<file path="src/rtl/uart_pkg.sv">
// Shared UART types and helpers: receiver state encoding, baud divider
// calculation and parity check.
package uart_pkg;

    typedef enum logic [2:0] {
        IDLE,
        START,
        DATA,
        PARITY,
        STOP,
        RECOVER
    } rx_state_t;

    // Clocks per oversample tick; truncating division, never below 1.
    function automatic int calc_div(input int clk_freq_hz, input int baud_rate,
                                    input int oversample);
        int d;
        d = clk_freq_hz / (baud_rate * oversample);
        if (d < 1) d = 1;
        return d;
    endfunction

    // 1 when the received parity bit does not match the data (odd = 1 selects odd parity).
    function automatic logic parity_bad(input logic [7:0] data, input logic pbit,
                                        input logic odd);
        return (^data) ^ pbit ^ odd;
    endfunction

endpackage

</file>
<file path="src/rtl/uart_baud_tick.sv">
// Free-running oversample tick divider; one-cycle pulse every DIV clocks
// (high every cycle when DIV = 1). Shared by the UART receiver and transmitter.
module uart_baud_tick #(
    parameter int DIV = 1
) (
    input  logic clk,
    input  logic rst_n,
    output logic tick
);

    localparam int              CW   = (DIV > 1) ? $clog2(DIV) : 1;
    localparam logic [CW-1:0]   LAST = CW'(DIV - 1);

    logic [CW-1:0] cnt;

    always_ff @(posedge clk or negedge rst_n) begin
        if (!rst_n) begin
            cnt <= '0;
        end else if (cnt == LAST) begin
            cnt <= '0;
        end else begin
            cnt <= cnt + 1'b1;
        end
    end

    assign tick = (cnt == LAST);

endmodule

</file>
<file path="src/rtl/uart_receiver.sv">
// UART receiver: oversampled start qualification, LSB-first deserialiser,
// valid/ready output with framing/overrun flags. UART_RX_PARITY_EN adds a parity bit.
module uart_receiver #(
    parameter int CLK_FREQ_HZ = 50_000_000,
    parameter int BAUD_RATE   = 115_200,
    parameter int OVERSAMPLE  = 16,
    parameter int DATA_BITS   = 8,
    parameter int PARITY_ODD  = 0
) (
    input  logic                 clk,
    input  logic                 rst_n,
    input  logic                 rx,
    output logic [DATA_BITS-1:0] rx_data,
    output logic                 rx_valid,
    input  logic                 rx_ready,
    output logic                 busy,
    output logic                 frame_err,
    output logic                 parity_err,
    output logic                 overrun
);
    import uart_pkg::*;

    // state   | meaning
    // IDLE    | line idle, waiting for rx_s low
    // START   | checking start bit at its centre (glitch filter)
    // DATA    | sampling data bits at bit centres
    // PARITY  | sampling parity bit (UART_RX_PARITY_EN only)
    // STOP    | sampling stop bit; deliver or flag framing error
    // RECOVER | after bad stop bit, wait for line to return high

    localparam int             DIV    = calc_div(CLK_FREQ_HZ, BAUD_RATE, OVERSAMPLE);
    localparam int             TW     = $clog2(OVERSAMPLE);
    localparam logic [TW-1:0]  T_MID  = TW'(OVERSAMPLE / 2 - 1);
    localparam logic [TW-1:0]  T_END  = TW'(OVERSAMPLE - 1);
    localparam int             BW     = $clog2(DATA_BITS);
    localparam logic [BW-1:0]  B_LAST = BW'(DATA_BITS - 1);

    logic                 rx_meta, rx_s;
    logic                 tick;
    rx_state_t            state_q, state_d;
    logic [TW-1:0]        tcnt_q, tcnt_d;
    logic [BW-1:0]        bcnt_q, bcnt_d;
    logic [DATA_BITS-1:0] shreg_q, shreg_d;
    logic                 par_bad_q, par_bad_d;
    logic                 stop_ok, stop_bad;
    logic                 deliver;

    always_ff @(posedge clk or negedge rst_n) begin
        if (!rst_n) begin
            rx_meta <= 1'b1;
            rx_s    <= 1'b1;
        end else begin
            rx_meta <= rx;
            rx_s    <= rx_meta;
        end
    end

    uart_baud_tick #(.DIV(DIV)) u_tick (
        .clk   (clk),
        .rst_n (rst_n),
        .tick  (tick)
    );

`ifdef UART_RX_PARITY_EN
    logic [7:0] data_ext;

    always_comb begin
        data_ext                  = '0;
        data_ext[DATA_BITS-1:0]   = shreg_q;
    end
`endif

    always_ff @(posedge clk or negedge rst_n) begin
        if (!rst_n) begin
            state_q   <= IDLE;
            tcnt_q    <= '0;
            bcnt_q    <= '0;
            shreg_q   <= '0;
            par_bad_q <= 1'b0;
        end else begin
            state_q   <= state_d;
            tcnt_q    <= tcnt_d;
            bcnt_q    <= bcnt_d;
            shreg_q   <= shreg_d;
            par_bad_q <= par_bad_d;
        end
    end

    always_comb begin
        state_d   = state_q;
        tcnt_d    = tcnt_q;
        bcnt_d    = bcnt_q;
        shreg_d   = shreg_q;
        par_bad_d = par_bad_q;
        stop_ok   = 1'b0;
        stop_bad  = 1'b0;
        if (tick) begin
            case (state_q)
                IDLE: begin
                    if (!rx_s) begin
                        state_d = START;
                        tcnt_d  = '0;
                    end
                end
                START: begin
                    if (tcnt_q == T_MID) begin
                        tcnt_d    = '0;
                        bcnt_d    = '0;
                        par_bad_d = 1'b0;
                        state_d   = rx_s ? IDLE : DATA;
                    end else begin
                        tcnt_d = tcnt_q + 1'b1;
                    end
                end
                DATA: begin
                    if (tcnt_q == T_END) begin
                        tcnt_d  = '0;
                        shreg_d = {rx_s, shreg_q[DATA_BITS-1:1]};
                        if (bcnt_q == B_LAST) begin
`ifdef UART_RX_PARITY_EN
                            state_d = PARITY;
`else
                            state_d = STOP;
`endif
                        end else begin
                            bcnt_d = bcnt_q + 1'b1;
                        end
                    end else begin
                        tcnt_d = tcnt_q + 1'b1;
                    end
                end
`ifdef UART_RX_PARITY_EN
                PARITY: begin
                    if (tcnt_q == T_END) begin
                        tcnt_d    = '0;
                        par_bad_d = parity_bad(data_ext, rx_s, PARITY_ODD[0]);
                        state_d   = STOP;
                    end else begin
                        tcnt_d = tcnt_q + 1'b1;
                    end
                end
`endif
                STOP: begin
                    if (tcnt_q == T_END) begin
                        tcnt_d = '0;
                        // Return to IDLE mid stop bit so the next start edge is caught early.
                        if (rx_s) begin
                            stop_ok = 1'b1;
                            state_d = IDLE;
                        end else begin
                            stop_bad = 1'b1;
                            state_d  = RECOVER;
                        end
                    end else begin
                        tcnt_d = tcnt_q + 1'b1;
                    end
                end
                RECOVER: begin
                    if (rx_s) state_d = IDLE;
                end
                default: state_d = IDLE;
            endcase
        end
    end

    assign busy    = (state_q != IDLE);
    assign deliver = stop_ok & ~par_bad_q;

    always_ff @(posedge clk or negedge rst_n) begin
        if (!rst_n) begin
            rx_data    <= '0;
            rx_valid   <= 1'b0;
            frame_err  <= 1'b0;
            parity_err <= 1'b0;
            overrun    <= 1'b0;
        end else begin
            frame_err <= stop_bad;
`ifdef UART_RX_PARITY_EN
            parity_err <= (stop_ok | stop_bad) & par_bad_q;
`else
            parity_err <= 1'b0;
`endif
            overrun <= 1'b0;
            if (deliver) begin
                // Pending byte not being accepted: keep it and drop the new one.
                if (rx_valid && !rx_ready) begin
                    overrun <= 1'b1;
                end else begin
                    rx_data  <= shreg_q;
                    rx_valid <= 1'b1;
                end
            end else if (rx_valid && rx_ready) begin
                rx_valid <= 1'b0;
            end
        end
    end

endmodule

</file>
<file path="config.mk">
export PLATFORM = sky130hd
export DESIGN_NAME = uart_receiver
export DESIGN_NICKNAME = d
export VERILOG_FILES = /design/src/rtl/uart_pkg.sv /design/src/rtl/uart_baud_tick.sv /design/src/rtl/uart_receiver.sv
export SDC_FILE = /design/constraint.sdc
export NUM_CORES = 1
export LEC_CHECK = 0
export ABC_AREA = 1
export CAP_MARGIN = 10
export CORE_MARGIN = 2
export CORE_UTILIZATION = 40
export CTS_CLUSTER_DIAMETER = 60
export DETAILED_ROUTE_END_ITERATION = 8
export PLACE_DENSITY = 0.65
export SETUP_SLACK_MARGIN = 0.02
export SYNTH_ARGS = -nofsm -noshare
export SYNTH_HDL_FRONTEND = slang
export SYNTH_SLANG_ARGS = --single-unit
</file>
<file path="constraint.sdc">
create_clock -name clk -period 3 [get_ports clk]
set_input_delay 0.6 -clock clk [delete_from_list [all_inputs] [get_ports clk]]
set_output_delay 0.6 -clock clk [all_outputs]
set_load 0.005 [all_outputs]
</file>
==> results of run 1 <==
[routing by layer]
metal | wire (um) | GRT usage, % | up-vias
met3 | 130 | 3.46 | 5
met4 | 44 | 5.77 | 0
li1 | - | - | 645
met1 | 1490 | 19.4 | 571
met2 | 1300 | 21.4 | 24
met5 | 0 | 0 | -
[area by class of cell]
class | count | area (um^2)
Multi-Input combinational cell | 131 | 743
Tap cell | 52 | 65.1
Sequential cell | 36 | 903
Fill cell | 424 | 2270
Clock inverter | 3 | 18.8
Clock buffer | 5 | 68.8
Timing Repair Buffer | 15 | 145
Inverter | 21 | 78.8
[registers in the layout, indices dropped and copies added (netlist names)]
register	flops
rx_data	8
rx_meta	1
state_q	3
frame_err	1
shreg_q	8
rx_valid	1
overrun	1
tcnt_q	4
rx_s	1
u_tick.cnt	5
bcnt_q	3
[kinds of logic after synthesis]
logic type      count (synthesis)
flops                          36
simple gates                   96
other cells                     1
fa+ha+maj                       5
buf+inv                        24
compound gates                 24
xor+xnor                        5
[cell usage in the layout, fill, tap and decap left out, drive strengths merged]
master / synthesis / layout
buf: 3 / 1
xnor2: 2 / 2
dfrtp: 34 / 34
o21ai: 22 / 22
a21oi: 1 / 1
clkdlybuf4s50: 0 / 14
nor2: 18 / 18
nand2: 56 / 56
nand4: 1 / 1
inv: 20 / 20
nor3: 1 / 1
dfstp: 2 / 2
clkbuf: 0 / 5
nand3: 14 / 14
nand3b: 6 / 6
xor2: 3 / 3
conb: 1 / 1
a31oi: 1 / 1
clkinv: 1 / 4
ha: 5 / 5
[stage by stage]
| stage | setup WS (ns) | instances | util, % | hold WS (ns) |
|---|---|---|---|---|
| after CTS | 0.921 | 263 | 47.1 | 0.360 |
| after global placement | 1.24 | 255 | 45.1 | 0.347 |
| after detailed placement | 1.22 | 255 | 45.1 | 0.349 |
| final | 0.925 | 263 | 47.1 | 0.358 |
| after floorplan | 1.50 | 191 | - | 0.304 |
| after global routing | 0.831 | 263 | 47.1 | 0.366 |
[synthesized netlist by cell type]
cell	count	area, um^2
o21ai_1	9	45.0
nand4_1	1	6.26
inv_2	7	26.3
inv_1	13	48.8
dfstp_2	2	52.6
a21oi_1	1	5.00
o21ai_0	4	20.0
nand3_2	1	10.0
clkinv_1	1	3.75
nor2_8	1	20.0
xor2_1	3	26.3
buf_6	2	22.5
nand2_4	1	11.3
nand2_1	50	188
xnor2_1	2	17.5
nand3_1	12	60.1
nand3b_1	6	45.0
nor2_1	13	48.8
a31oi_1	1	6.26
ha_1	5	62.6
nor2_2	2	12.5
nor2_4	2	22.5
nand2_2	5	31.3
conb_1	1	3.75
nand3_4	1	17.5
buf_4	1	7.51
dfrtp_1	34	851
o21ai_2	9	78.8
nor3_1	1	5.00
[report_power, final]
group          internal [mW]  switching [mW]  leakage, nW
Clock                  0.162           0.180       0.0479
Combinational        0.00739          0.0190        0.452
Sequential             0.488         0.00245        0.479
Total                  0.657           0.201        0.979
[worst reg2reg max path: stages, from the launching register on]
cell and delay, ns:
dfrtp_1 0.41, inv_1 0.07, ha_1 0.14, nand2_1 0.08
nor2_4 0.22, nand2_1 0.13, nor2_1 0.26, nand2_1 0.15
nand2_1 0.08, nand2_1 0.05
[worst paths after layout]
check / to / cells after the start
setup reg to reg: state_q[1]$_DFFE_PN0P_ / 9
hold reg to reg: rx_s$_DFF_PN1_ / 0
min in group asynchronous: u_tick.cnt[3]$_DFF_PN0_ / 1
hold / removal: rx_s$_DFF_PN1_ / 0
setup / recovery: busy / 3
max in group asynchronous: bcnt_q[1]$_DFFE_PN0P_ / 1
==> reports/summary.md, run 1 <==
The flow ran to the end, and the final reports show no timing, DRC or antenna violations. The antenna diode instance count was 0; the mean cell area of the mapped netlist was 9.19 um^2. From bottom edge to top edge, the die measures 70.2 um.

The synthesized netlist devotes 3.56% of its cell area to adder and majority cells. 17 I/O pins were placed. The tools report the vias after detailed routing as 1245. The via count of the first global-routing pass came out at 1260. The maximum ir drop on the vdd rail is 0.000291 V, and the final non-filler cell area is 0.00202 mm^2. Counting every net in the synthesized netlist gives 200.

The worst setup path is launched from a flop. Post-synthesis sequential element count: 36. Once detail routing completed, the nets flagged for antenna violations numbered 0.

The total wire length was 2.97 mm; the die width was 70.2 um. Setup repair after global routing left no endpoint under its margin. For the quantity of hold-fixing buffers added after cts, the log shows 0. At the pin with the least slew margin, the transition time is 0.803 ns. For this design, the sink count on the clock tree is 36. The first TritonRoute pass finished after 4 iterations. Number of warnings issued by yosys: 0. The number of buffers inserted to repair setup after CTS was 0. The run gives 0 as the number of max-slew violations in the final report. The number of distinct standard cells referenced by the synthesized netlist is 29, and the aggregate global-route resource usage is 14.1%. Counting along the longest clock path gives a buffer depth of 2. The first routing iteration left 96 violations. The standard cell with the maximum stage delay on the critical path was dfrtp_1. Input and output buffers added on the ports amount to 15. The first global-routing pass estimated 5.55 mm of wire.

The worst hold path begins at rx_meta$_DFF_PN1_. Maximum operating frequency: 482 MHz. The kind of cell adding the most delay to the critical path was flip-flops.

In this run the static leakage power is 0.979 nW. Final clock skew: 0.00356 ns. Entering global routing, the biggest net connects 37 pins.

The tools report the arrival time reported for the critical path endpoint as 1.47 ns. Setup total negative slack on the finished layout was measured at 0 ns. After Yosys synthesis, and, or, nand and nor cells account for 27.2% of the synthesized area. The number of H-tree levels was 2; the portion of netlist area occupied by mux cells was 0%.

Summed over all layers, the global routing overflow is 0. Layout net count: 219. For the worst setup path, the data required time is 2.40 ns. The register-to-register setup slack was 1.30 ns; the total count of hold-check failures in the final report was 0. The most critical setup path has its startpoint at state_q[0]$_DFFE_PN0P_.

The tools report the reported max-cap violation count as 0. By area, the combinational part of the netlist is dominated by simple AND/OR/NAND/NOR gates. The tightest min-delay check is of the flop to flop type.

The cell sitting at the root of the clock tree is a clkbuf_8. The initial antenna violation count was 0. The logs give 0 for the total of endpoints with negative setup slack in the final report and 0.00194 mm^2 for the post-place instance area. The tools report the half-perimeter wire length after detailed placement as 2.13 mm.

The worst register-to-register path begins at u_tick.cnt[0]$_DFF_PN0_. In the final routed layout, each cell accounts on average for 11.3 um. In the final layout, the share of cells above drive strength 1 is 19.0%.

Total power draw: 0.858 mW. The number of gates resized after CTS was 0; the total CTS buffers was 5. The tools report the kind of end point of the critical path as a primary output. Clock-pin slew was measured on the worst setup and hold paths at 0.08 ns. The worst setup path category was flop to primary output. The area fraction in compound gates after synthesis was 8.84%. The cell area that synthesis handed to floorplanning was 0.00176 mm^2. Walking the worst path, the cells encountered are nor2_4 -> nand2_1 -> clkdlybuf4s50_1. After layout, the worst path uses 69.2% of the clock period. The power density over the cells was 424 mW/mm^2; the post-synthesis share of cell area spent on xor and xnor gates was 2.49%.

Final period demand of the worst path: 2.07 ns. In this run the core area contains 24 standard-cell rows. TritonCTS built the clock tree.

Routability-driven placement finished with a final weighted congestion of 0.820. The top fanout value on the critical path was 7. The logs give 0.28 ns for the clock latency on the worst-skew pair and 0.00429 mm^2 for the area of the core region. The largest single stage delay on the critical path is 0.47 ns. Synthesis produced a netlist whose cell count is 191.

The share of synthesized area occupied by flip-flops and latches came out at 51.5%. The critical path buffer and inverter count is 1. The area of the die came out at 0.00493 mm^2. The relative max-transition margin is 46.5%, and the initial core utilization is 40.9%. The area growth from synthesis to layout is 15.3%. The tools report the remaining routing DRC violations as 0.

The routed via count divided by cell count is 4.73.
Power figures use the tool's default switching activity.
==> run 2: changes to the inputs <==
Clock period 3 ns to 2.2 ns, I/O delays scaled along.
==> run 2 against run 1 <==
  * Non-clock buffer count did not move
  * Sequential power up 36%
  * Sequential share of layout area is 0.44 points lower
  * Clock power is 72% higher
  * Die area stayed put
  * Utilization grew 0.47 points
  * Final cell count is the same
  * First-iteration DRC count up 13%
  * Highest routed layer unchanged
==> reports/summary.md, run 2 (synthesis results as in run 1) <==
Measured along the y axis, the die boundary spans 70.2 um. Across the run, the number of max-cap violations was 0. In this run the core area contains 24 standard-cell rows. The first global-routing pass estimated 5.29 mm of wire. The analysis attributes to cell leakage a power of 0.986 nW. The first TritonRoute pass finished after 4 iterations. For the number of gates resized after CTS, the log shows 0.

Setup repair after global routing left no endpoint under its margin. Switching fraction of total power: 21.7%. The tools report the number of buffers inserted to repair setup after CTS as 0.

Routability-driven placement finished with a final weighted congestion of 0.820. Walking the worst path, the cells encountered are nor2_4 -> nand2_1 -> clkdlybuf4s50_1. Total power for the finished layout comes to 1.29 mW. The later pin in the worst-skew pair is clocked with a latency of 0.30 ns. Cell internal power was estimated by the tool at 1.01 mW. For the maximum number of pins on one net before global-route repair, the log shows 37. The vias after detailed routing came out at 1248. The flow ran to the end, and the final reports show no timing, DRC or antenna violations. The final clock skew is 0.00793 ns.

The area of the die is 0.00493 mm^2. In this run the tightest slew margin relative to its limit is 48.0%. The routed design uses 138 um of met3 wire.

The analysis attributes to net switching a power of 0.280 mW. Hold timing on the final database bottoms out at a slack of 0.217 ns. The worst path uses 88.9% of the clock period. The first routing iteration left 108 violations. The largest single stage delay on the critical path is 0.48 ns. Relative to the synthesized area, the layout overhead comes to 16.4%. The number of instances in the placed design was 255; the number of routed nets with antenna violations was 0.

The top cell types in the final layout, fill and taps aside, are nand2_1 (50), dfrtp_1 (34), clkdlybuf4s50_1 (14). Total of endpoints with negative setup slack in the final report: 0. The final global-route overflow total was 0; the number of ports placed on the die boundary was 17. Via count of the first global-routing pass: 1155. STA classifies the critical path endpoint as a primary output. Using the TritonRoute via totals, the vias-per-cell ratio works out to 4.75. After the last flow step, the layout net total stands at 219. Global routing used 13.9% of the available tracks across all layers.

The core region is 0.00429 mm^2. The run gives 40.9% as the initial core utilization. The number of input and output port buffers inserted is 15. The sequential share of power was 51.8%; the area of the multi-input gates was 743 um^2. The tools report the maximum operating frequency as 511 MHz.

The mean routed wirelength per cell was 11.5 um; the quantity of hold-fixing buffers added after cts was 0. The most frequent standard cell in the layout excluding fill and tap cells is nand2_1. The worst setup path is of the flop to primary output kind.

The number of max-slew violations in the final report was 0. The logs give 2.11 mm for the half-perimeter wire length after detailed placement and 0 for the initial antenna violation count. The remaining routing DRC violations was 0. Transition time of the tightest slew-check pin: 0.780 ns. Summed over all layers, the routed wires come to 3.02 mm.

In this run the deepest clock path goes through 2 buffers. The H-tree was split into 2 levels. Clock-pin slew was measured on the worst setup and hold paths at 0.08 ns. IR analysis of the VDD net gives a maximum drop of 0.000416 V. The run gives 0 as the total count of hold-check failures in the final report. TritonCTS built the clock tree.

The detailed-routed wire length on met2 was 1.33 mm; the final standard cell count with taps included and fillers excluded was 263. The worst hold path belongs to the class input pin to async pin. In the final layout, the registers with the most flip-flops are rx_data x8, shreg_q x8, u_tick.cnt x5. The cell sitting at the root of the clock tree is a clkbuf_8. The layout has 426 filler cells. The area used by sequential logic in the layout was 903 um^2; the final period demand of the worst path was 1.96 ns.

The total CTS buffers was 5. The sort of element at the start of the critical path was a flop. Summed over all failing endpoints, the final setup total negative slack is 0 ns. Highest signal layer in the routed design: met4.

On the critical path, the stage with the largest delay is an instance of dfrtp_1. The routed length on met1 was 1.51 mm. The fraction of final layout cells with drive strength greater than 1 was 18.5%. The tree built by TritonCTS fans out to 36 sinks. Arrival time reported for the critical path endpoint: 1.52 ns. From left edge to right edge, the die measures 70.2 um. Of all nets on the critical path, the largest fanout is 7. The power density over the cells was 632 mW/mm^2. For the worst setup path, the data required time is 1.76 ns. The antenna diode instance count is 0. The logs give 2.8% for the share of power burned in combinational logic and 45.5% for the clock group share of total power.
run 2: cell count changes in the layout (fill, tap and decap cells not counted), sizes merged:
cell / delta
clkbuf: +1
clkinv: -2
bufinv: +1
run 2: through the flow:
stage	utilization [%]	cell area, um^2	worst slack, ns
after floorplan	-	1760	0.695
after global placement	45.1	1940	0.557
after detailed placement	45.1	1940	0.481
after CTS	47.6	2040	0.248
after global routing	47.6	2040	0.139
final	47.6	2040	0.243
run 2: path summary, 6_finish.rpt:
kind / start / endpoint / slack, ns / depth (start not counted)
min in group clk: rx_meta$_DFF_PN1_ / rx_s$_DFF_PN1_ / 0.36 / 0
max in group asynchronous: rst_n / bcnt_q[0]$_DFFE_PN0P_ / 1.48 / 1
setup reg to reg: u_tick.cnt[0]$_DFF_PN0_ / rx_data[4]$_DFFE_PN0P_ / 0.52 / 9
hold reg to reg: rx_meta$_DFF_PN1_ / rx_s$_DFF_PN1_ / 0.36 / 0
hold / removal: rst_n / tcnt_q[0]$_DFFE_PN0P_ / 0.22 / 1
setup / recovery: state_q[0]$_DFFE_PN0P_ / busy / 0.24 / 3
run 2: per-layer routing:
layer | track usage [%] | vias up
met3 | 6.06 | 4
met2 | 20.5 | 31
met5 | 0 | -
li1 | - | 641
met1 | 18.6 | 572
met4 | 3.85 | 0
run 2: final cells by class:
| class | count | share of cell area (%) |
|---|---|---|
| Sequential cell | 36 | 44.2 |
| Multi-Input combinational cell | 131 | 36.4 |
| Timing Repair Buffer | 15 | 7.10 |
| Inverter | 21 | 3.86 |
| Clock buffer | 6 | 3.55 |
| Tap cell | 52 | 3.18 |
| Clock inverter | 2 | 1.71 |
run 2: power groups by stage:
stage                     clock (mW)  sequential, mW  combinational, mW
after floorplan                    0           0.681             0.0156
after global placement             0           0.682             0.0373
after detailed placement           0           0.681             0.0370
after CTS                      0.597           0.669             0.0371
after global routing           0.627           0.669             0.0422
final                          0.587           0.669             0.0359
run 2: critical path: cells and delay by family, from the launching register on:
kind	cells	cell delay, ns
buf+inv	1	0.45
simple gates	2	0.29
flops	1	0.48
==> run 3: changes to the inputs <==
Settings changed: MAX_ROUTING_LAYER from default to met4.
==> run 3 against run 2 <==
  * Flip-flop and latch count unchanged
  * Maximum frequency down 0.43%
  * Non-clock buffer count unchanged
  * Clock skew up 0.0013 ns
  * Setup slack worse by 0.0084 ns
  * Largest power group unchanged
==> reports/summary.md, run 3 (synthesis results as in run 1) <==
In the routed layout, each cell is associated on average with a via count of 4.80. Reg-to-reg endpoint: rx_data[4]$_DFFE_PN0P_. The tools report the maximum clock path buffer count as 2. Summed over all layers, the global routing overflow is 0. The critical path is of the flop to primary output type. In this run the post-CTS setup repair buffer count came out at 0. In this run the standard cell core region covers 0.00429 mm^2. 0 antenna diodes ended up in the layout.

The largest registers in the layout are rx_data x8, shreg_q x8, u_tick.cnt x5. The tools report the setup slack at placement as 0.481 ns. Number of routed nets with antenna violations: 0. Leaving out fill and tap cells, the most frequent cells in the layout are nand2_1 (50), dfrtp_1 (34), clkdlybuf4s50_1 (14). The tools report the initial antenna violation count as 0.

The register-to-register setup slack came out at 0.51 ns. The top fanout value on the critical path works out to 7. The power density over the cells was 633 mW/mm^2. From bottom edge to top edge, the die measures 70.2 um. Routability-driven placement finished with a final weighted congestion of 0.832.

The tools report the sort of element at the start of the critical path as a flop. For this design, the sink count on the clock tree is 36. The maximum number of pins on one net before global-route repair is 37. Across the VDD grid, the largest voltage drop is 0.000422 V. The wire length of the first global-routing pass came out at 5.30 mm.

For this design, the CTS-stage hold fixing added 0 buffers. In this run the critical register-to-register path is launched from u_tick.cnt[0]$_DFF_PN0_. In this run, CTS created clock tree buffers numbering 5. Row generation in the floorplan step produced 24 rows.

Die width: 70.2 um. The area growth from synthesis to layout works out to 16.4%. At the worst endpoint, the required time is 1.76 ns. The area of the die was 0.00493 mm^2; the clock latency on the worst-skew pair was 0.30 ns.

TritonCTS built the clock tree. Leaving out fill and tap cells, the most frequent cell in the layout is nand2_1. The number of cells on the worst reg-to-reg path is 9. Dividing the detail-routed wire length by the instance count gives 11.5 um. The tools report the least setup slack across all paths after layout as 0.235 ns. The number of ports placed on the die boundary was 17.

The final period demand of the worst path was 1.97 ns. The maximum operating frequency is 509 MHz, and the transition time of the tightest slew-check pin is 0.776 ns. The initial utilization of the core area, before any placement, comes to 40.9%. The tools report the aggregate global-route resource usage as 14.3%. The wire-length estimate of the detail-placed layout is 2.11 mm. The first-iteration detailed-routing DRC count is 110, and the cell leakage power is 0.986 nW. The first detailed-routing pass took 4 iterations. After detailed routing, the number of remaining DRC violations is 0. The run finished with clean final reports. The share of the clock period used by the worst path after layout is 89.3%, and the total wire length is 3.03 mm.

The H-tree generated during clock tree synthesis spans 2 levels. Setup repair after global routing left no endpoint under its margin. Headroom to the max-slew limit came out at 48.2%. Data on the critical path arrives at its endpoint at 1.53 ns. In the final timing run, aggregate negative setup slack is 0 ns. In this run the clock root is driven by a clkbuf_8. The total of endpoints with negative setup slack in the final report is 0.

The vias after detailed routing is 1263. Including well taps, the total number of placed cells is 255. The kind of end point of the critical path was a primary output. Worst min-delay path category: input pin to async pin.

The clock-pin slew on the worst setup and hold paths is 0.08 ns. For this run, the post-layout net count is 219. The run gives 0 as the number of gates resized after CTS. Clock skew on the completed layout was measured at 0.00924 ns. The tools report the number of max-slew violations in the final report as 0. Buffers placed on the I/O ports in this run total 15. The fraction of final layout cells with drive strength greater than 1 is 18.5%. The finished layout holds 263 standard cells, fillers aside. For the total count of hold-check failures in the final report, the log shows 0. The reported max-cap violation count was 0. The tools report the via count of the first global-routing pass as 1152.
-- run 3: area by class of cell --
| class | count | area, um^2 |
|---|---|---|
| Sequential cell | 36 | 903 |
| Clock buffer | 6 | 72.6 |
| Tap cell | 52 | 65.1 |
| Clock inverter | 2 | 35.0 |
| Multi-Input combinational cell | 131 | 743 |
| Fill cell | 426 | 2250 |
| Timing Repair Buffer | 15 | 145 |
| Inverter | 21 | 78.8 |
-- run 3: per-layer routing --
layer | up-vias | share of wire (%) | track usage, %
li1 | 642 | - | -
met1 | 576 | 48 | 18.7
met2 | 41 | 45 | 20.5
met3 | 4 | 6.0 | 6.06
met4 | 0 | 1.5 | 3.85
met5 | - | 0 | -
-- run 3: power by group --
part / switching, mW / leakage, nW / internal, mW
combinational: 0.0257 / 0.452 / 0.0101
sequential: 0.00348 / 0.479 / 0.666
clock: 0.253 / 0.0552 / 0.336
total: 0.282 / 0.986 / 1.01
-- run 3: metrics by stage --
step	util (%)	hold slack (ns)	instance area (um^2)	total power, mW
final	47.6	0.215	2040	1.29
after floorplan	-	0.144	1760	0.697
after global placement	45.1	0.347	1940	0.719
after CTS	47.6	0.254	2040	1.30
after global routing	47.6	0.308	2040	1.34
after detailed placement	45.1	0.349	1940	0.718
-- run 3: worst max-delay path by stage --
stage                             from                     end  depth (start not counted)
6_report        state_q[0]$_DFFE_PN0P_                    busy                          3
5_1_grt         state_q[0]$_DFFE_PN0P_                    busy                          3
4_1_cts         state_q[0]$_DFFE_PN0P_                    busy                          3
3_5_place_dp   u_tick.cnt[0]$_DFF_PN0_  rx_data[7]$_DFFE_PN0P_                          9
3_3_place_gp                  rx_ready  rx_data[2]$_DFFE_PN0P_                          6
2_1_floorplan  u_tick.cnt[0]$_DFF_PN0_  rx_data[1]$_DFFE_PN0P_                         10
-- run 3: critical path, cell delays in order, from the launching register on --
cell and delay, ns:
dfrtp_1 0.48, nor2_4 0.19, nand2_1 0.10, clkdlybuf4s50_1 0.45
